<file path="src/rtl/cpu_loader.sv">
// cpu_loader: loads IMEM/DMEM from a word stream, runs the core, then dumps state after halt.
// Optional LOADER_DMEM_DUMP_EN appends the full data memory to the dump.
module cpu_loader #(
  parameter int DATA_W = 16,
  parameter int IMEM_DEPTH = 256,
  parameter int DMEM_DEPTH = 256,
  parameter int NREGS = 8,
  localparam int ADDR_W = $clog2(IMEM_DEPTH > DMEM_DEPTH ? IMEM_DEPTH : DMEM_DEPTH),
  localparam int RIDX_W = $clog2(NREGS)
) (
  input  logic              CLK,
  input  logic              rst,
  input  logic              in_valid,
  output logic              in_ready,
  input  logic [DATA_W-1:0] in_data,
  input  logic              in_last,
  input  logic              go,
  output logic              cpu_rst_n,
  input  logic              do_halt,
  output logic              imem_we,
  output logic              dmem_we,
  output logic [ADDR_W-1:0] mem_addr,
  output logic [DATA_W-1:0] mem_wdata,
  output logic [RIDX_W-1:0] reg_raddr,
  input  logic [DATA_W-1:0] reg_rdata,
`ifdef LOADER_DMEM_DUMP_EN
  output logic [ADDR_W-1:0] dmem_raddr,
  input  logic [DATA_W-1:0] dmem_rdata,
`endif
  output logic              out_valid,
  input  logic              out_ready,
  output logic [DATA_W-1:0] out_data,
  output logic              out_last,
  output logic              wrap_err,
  output logic              done
);
`ifdef LOADER_DMEM_DUMP_EN
  localparam int NWORDS = NREGS + DMEM_DEPTH;
`else
  localparam int NWORDS = NREGS;
`endif
  localparam int IDX_W = $clog2(NWORDS);
  localparam logic [2:0] HDR = 3'd0, LOAD = 3'd1, RUN = 3'd2, DUMP = 3'd3, DONE = 3'd4;
  logic [2:0] state_q, state_d;
  logic tgt_q, tgt_d, wrap_q, wrap_d, cur_q, prev_q;
  logic [ADDR_W-1:0] addr_q, addr_d, mask, hdr_mask;
  logic [IDX_W-1:0] idx_q, idx_d;
  logic last_word;
  assign mask = tgt_q ? ADDR_W'(DMEM_DEPTH-1) : ADDR_W'(IMEM_DEPTH-1);
  assign hdr_mask = in_data[DATA_W-1] ? ADDR_W'(DMEM_DEPTH-1) : ADDR_W'(IMEM_DEPTH-1);
  assign in_ready = state_q == HDR || state_q == LOAD;
  assign cpu_rst_n = !in_ready;
  assign imem_we = state_q == LOAD && in_valid && !tgt_q;
  assign dmem_we = state_q == LOAD && in_valid && tgt_q;
  assign mem_addr = addr_q;
  assign mem_wdata = state_q == LOAD ? in_data : '0;
  assign out_valid = state_q == DUMP;
  assign last_word = idx_q == IDX_W'(NWORDS-1);
  assign out_last = out_valid && last_word;
  assign done = state_q == DONE;
  assign wrap_err = wrap_q;
  assign reg_raddr = RIDX_W'(idx_q);
`ifdef LOADER_DMEM_DUMP_EN
  assign dmem_raddr = ADDR_W'(idx_q - IDX_W'(NREGS));
  assign out_data = idx_q >= IDX_W'(NREGS) ? dmem_rdata : reg_rdata;
`else
  assign out_data = reg_rdata;
`endif
  always_comb begin
    state_d = state_q;
    tgt_d = tgt_q;
    addr_d = addr_q;
    wrap_d = wrap_q;
    idx_d = idx_q;
    case (state_q)
      HDR: begin
        // a header with in_last is dropped; a header beats a simultaneous go
        if (in_valid) begin
          state_d = in_last ? HDR : LOAD;
          tgt_d = in_last ? tgt_q : in_data[DATA_W-1];
          addr_d = in_last ? addr_q : in_data[ADDR_W-1:0] & hdr_mask;
        end else if (go) begin
          state_d = RUN;
        end
      end
      LOAD: begin
        if (in_valid) begin
          addr_d = (addr_q + 1'b1) & mask;
          wrap_d = wrap_q | (addr_q == mask);
          state_d = in_last ? HDR : LOAD;
        end
      end
      RUN: begin
        if (prev_q && !cur_q) begin
          state_d = DUMP;
          idx_d = '0;
        end
      end
      DUMP: begin
        if (out_ready) begin
          state_d = last_word ? DONE : DUMP;
          idx_d = last_word ? idx_q : idx_q + 1'b1;
        end
      end
      default: state_d = state_q;
    endcase
  end
  always_ff @(posedge CLK or negedge rst) begin
    if (!rst) begin
      state_q <= HDR;
      tgt_q <= 1'b0;
      addr_q <= '0;
      wrap_q <= 1'b0;
      idx_q <= '0;
      cur_q <= 1'b0;
      prev_q <= 1'b0;
    end else begin
      state_q <= state_d;
      tgt_q <= tgt_d;
      addr_q <= addr_d;
      wrap_q <= wrap_d;
      idx_q <= idx_d;
      cur_q <= do_halt;
      prev_q <= cur_q;
    end
  end
endmodule

</file>
<file path="config.mk">
export PLATFORM = sky130hd
export DESIGN_NAME = cpu_loader
export DESIGN_NICKNAME = d
export VERILOG_FILES = /design/src/rtl/cpu_loader.sv
export SDC_FILE = /design/constraint.sdc
export NUM_CORES = 1
export LEC_CHECK = 0
export CELL_PAD_IN_SITES_DETAIL_PLACEMENT = 1
export CELL_PAD_IN_SITES_GLOBAL_PLACEMENT = 1
export CORE_UTILIZATION = 21
export DETAILED_ROUTE_END_ITERATION = 12
export PLACE_DENSITY_LB_ADDON = 0.1
export SLEW_MARGIN = 20
export SYNTH_ARGS = -nofsm -noshare
export SYNTH_HDL_FRONTEND = slang
export SYNTH_SLANG_ARGS = --single-unit
</file>
<file path="constraint.sdc">
create_clock -name CLK -period 1.65 [get_ports CLK]
set_clock_uncertainty 0.15 [all_clocks]
set_input_delay 0.495 -clock CLK [delete_from_list [all_inputs] [get_ports CLK]]
set_output_delay 0.495 -clock CLK [all_outputs]
set_load 0.02 [all_outputs]
</file>
==> results summary <==
The run finished, with violations left. The checks that failed: negative setup slack. The number of sinks on the clock net is 18.

The core footprint is approximately 5600 um^2. The count of fill cells added during filler insertion is about 640. For the pin with the worst max-slew slack, the measured transition is around 250 ps. The worst-case clock buffer depth came out at 2. The routed layout has ~1,400 vias. The reg-to-reg critical path endpoint is mem_addr[4]. The final global-route overflow total came out at 0. The HPWL reported at the end of detailed placement came out at between 3000 and 4000 um.

Row generation in the floorplan step produced 27 rows. 90 I/O pins were placed. The clock input transition at the sequential cells of the worst setup and hold paths came out at approximately 70 ps.

The worst register-to-register path has a depth of 10. The final antenna diode count is 0. The cell repeated most along the worst path is buf_6.

The effective utilization at floorplan is 0.222. The share of cells above drive strength 1 is 0.517. The latest clock arrival within the worst-skew pair is ~250 ps. For this run, the slowest stage of the critical path takes 420 ps. In this run the clock root is driven by a clkbuf_8. The die covers roughly 6300 um^2.

The power per cell area is 1990 nW/um^2. In this run the tightest slew margin relative to its limit is 0.834. In the post-synthesis netlist, the biggest area contributors are dfrtp_1, buf_4, and2_1. The worst setup margin came out at -419 ps. The mean instance size in the synthesized netlist is between 8 and 9 um^2.

After routing the design area is 2400 um^2. The XOR/XNOR share of the synthesized area came out at 0. The signal on the critical path passes through nor3b_4 -> buf_6 -> buf_6 -> and3_4 -> buf_6.

The overall routing resource usage is 0.149. The final layout contains approximately 270 nets. The worst-case register-to-register setup slack came out at -190 ps. After synthesis, the largest family of logic cells by area is simple AND/OR/NAND/NOR gates. Summing all flip-flop and latch instances after layout gives roughly 450 um^2.

The CTS buffer count is 3. The final worst hold slack came out at between 200 and 250 ps. The data required time at the worst endpoint is 1000 ps. The final clock period utilization by the worst path is 1.25.

The relative contribution of the clock network to total power is 0.077. The library cell occupying the most area in the post-synthesis netlist is dfrtp_1. The net count of the mapped netlist came out at 186. The count of different cell masters after synthesis is 35. Derived from the worst setup path, the maximum achievable clock frequency is between 400 and 500 MHz. The number of failing hold endpoints at the final stage is 0.

The detailed-route wire length per cell came out at roughly 15 um. STA classifies the critical path startpoint as a register. The remaining antenna violation count after routing is 0. The worst hold path begins at cur_q.

The floorplan die height is a little under 80 um. The H-tree depth is 1. The number of iterations in the first detailed-routing pass is 4.

The routed design could run at a clock period as short as 2070 ps. The wire length of the first global-routing pass came out at ~7200 um. The basic-gate share of the synthesized area counting and, or, nand and nor cells came out at 0.284. Of the post-synthesis cell area, the dominant cell type holds 0.359. Synthesis inferred 18 register bits. The internal power came out at around 2800 uW. The placement-stage cell area came out at 2090 um^2.

The max-capacitance violation count came out at 0. The number of global-route vias before repair was approximately 1,500. The critical path starts at state_q[2].

Synthesis produced a netlist whose cell count is approximately 140. The arrival time at the worst endpoint came out at between 1000 and 1500 ps. Setup repair after global routing could not meet its margin everywhere. The most critical setup path has its endpoint at dmem_we. The synthesized area is ~1300 um^2. In this run the critical register-to-register path is launched from state_q[0].

The sequential power share is 0.156. The critical path capture point type is an output pin. Of the synthesized area, sequential elements account for 0.359. Of the total power, combinational logic draws 0.767. The largest individual stage delay along the critical path comes from the cell dfrtp_1.

The initial antenna violation count is 0. The combined area of the multi-input logic cells is about 800 um^2. The worst-case IR drop observed on VDD is ~0.69 mV.

The area growth from synthesis to final layout is 91.1%. The count of input and output buffers is 57. The congestion estimate from routability-driven global placement came to between 0.7 and 0.8.

The largest net degree at the start of global routing is 19. The critical path is of the register to output pin type. The tightest min-delay check is of the register to register type. The post-detailed-route DRC marker count is 0. After detailed routing, the number of vias per cell comes to 4.59. The die extent in x is between 70 and 80 um. The switching part of the total is 0.418.

For this block, the routed nets add up to between 4000 and 5000 um of wire. The switching power of the nets came out at between 1500 and 2000 uW. Of all nets on the critical path, the largest fanout is 3. The post-synthesis compound-gate area fraction came out at 0.154. During synthesis, Yosys emitted a total of 0 warnings. The max-slew violation count is 0. The share of the core filled with cells in the final layout is 0.425. The arithmetic-cell share of the synthesized area counting full adders, half adders and majority gates came out at 0.0299. The hold-fix buffer count after cts came out at 0. The mux contribution to synthesized area came out at 0.0339. The number of design-rule violations left by the first detailed-router iteration is 22.

The static leakage is around 0.0011 uW. The CTS tree is yes. The final count of negative-setup-slack endpoints came out at 33.
==> worst max-delay path, delay by kind of cell (launching register included) <==
family                 cells  cell delay, ps
flip-flops                 1             420
AND/OR/NAND/NOR            2             390
buffers and inverters      3             360
==> power groups by stage <==
stage | combinational, uW | sequential, uW | clock (uW)
floorplan | 1420 | 974 | 0
global placement | 2880 | 742 | 0
detailed placement | 2960 | 747 | 0
CTS | 3450 | 744 | 379
global route | 3890 | 767 | 399
finish | 3650 | 742 | 367
==> per-stage QoR <==
| step | std cells | setup WS (ps) | total power (uW) | setup TNS, ps |
|---|---|---|---|---|
| global placement | 285 | -777 | 3620 | -16850 |
| CTS | 298 | -422 | 4580 | -8520 |
| global route | 302 | -482 | 5060 | -11420 |
| finish | 302 | -419 | 4760 | -9040 |
| detailed placement | 285 | -798 | 3710 | -17550 |
| floorplan | 144 | -150 | 2400 | -2470 |
==> placed cells by master, fill, tap and decap left out, types with 2 or more instances in the layout <==
cell and count:
buf_6 34, buf_4 34, clkdlybuf4s50_1 21, dfrtp_1 18, and2_4 15, a21oi_1 11
dlygate4sd2_1 9, nand2_1 8, nand3_1 6, nor2_1 6, o21ai_1 4, clkbuf_8 4
inv_1 3, o22ai_1 3, or3b_4 3, buf_2 3, and2_2 2, nor2_4 2
nor3b_2 2, nand2_2 2, a2bb2oi_1 2, mux2i_1 2, nor3_2 2, o21ai_2 2
nand4b_1 2, a22o_1 2, buf_12 2
==> Yosys cell counts (all sizes together) <==
cell     number
o21ai         7
and2         17
mux2i         2
nand2b        1
or3b          2
and3b         1
a21o          1
inv           3
a41o          1
a21oi        13
a31o          1
a31oi         2
nand4b        2
mux2          2
a22o          2
nand2        11
ha            3
o22ai         3
nand3b        1
nand3         7
dfrtp        18
nor2          9
nor3b         3
buf          22
nand4         1
a2bb2oi       2
and4          1
clkbuf        2
nor3          2
and3          2
==> area by class of cell <==
class	count	area share
repair buffers	105	0.420
multi-input cells	100	0.326
flip-flops and latches	18	0.188
well taps	72	0.0376
clock buffers	4	0.0230
inverters	3	0.00470
==> registers in the layout, indices dropped and copies added, names as in the netlist <==
name	flops
reg_raddr	3
tgt_q	1
state_q	3
mem_addr	8
cur_q	1
wrap_err	1
prev_q	1
==> logic make-up (layout without fill, tap and decap cells) <==
family          Yosys count  after routing
simple gates             60             61
compound gates           32             32
buf+inv                  27            112
flops                    18             18
mux                       4              4
fa+ha+maj                 3              3
==> layer usage <==
| layer | vias to the layer above | global-route usage | wire (um) | part of all wire |
|---|---|---|---|---|
| met5 | - | 0 | 0 | 0 |
| li1 | 663 | - | - | - |
| met1 | 665 | 0.173 | 1950 | 0.43 |
| met3 | 20 | 0.0299 | 201 | 0.044 |
| met4 | 0 | 0.0527 | 109 | 0.024 |
| met2 | 38 | 0.270 | 2320 | 0.51 |
==> worst min path at each step <==
stage	endpoint	slack, ps	depth (start not counted)
6_report	prev_q	230	0
5_1_grt	prev_q	240	0
4_1_cts	prev_q	230	0
3_5_place_dp	prev_q	210	0
3_3_place_gp	prev_q	210	0
2_1_floorplan	cur_q	50	0
==> timing repair <==
action | CTS | global route
gates resized for setup | 180 | 25
pin swaps | 11 | 9
endpoints found under the hold margin | 0 | 0
setup buffers | 7 | 5
cloned | 2 | 0
setup endpoints to repair | 42 | 37
Note: power is estimated with default switching activity, not from simulation.
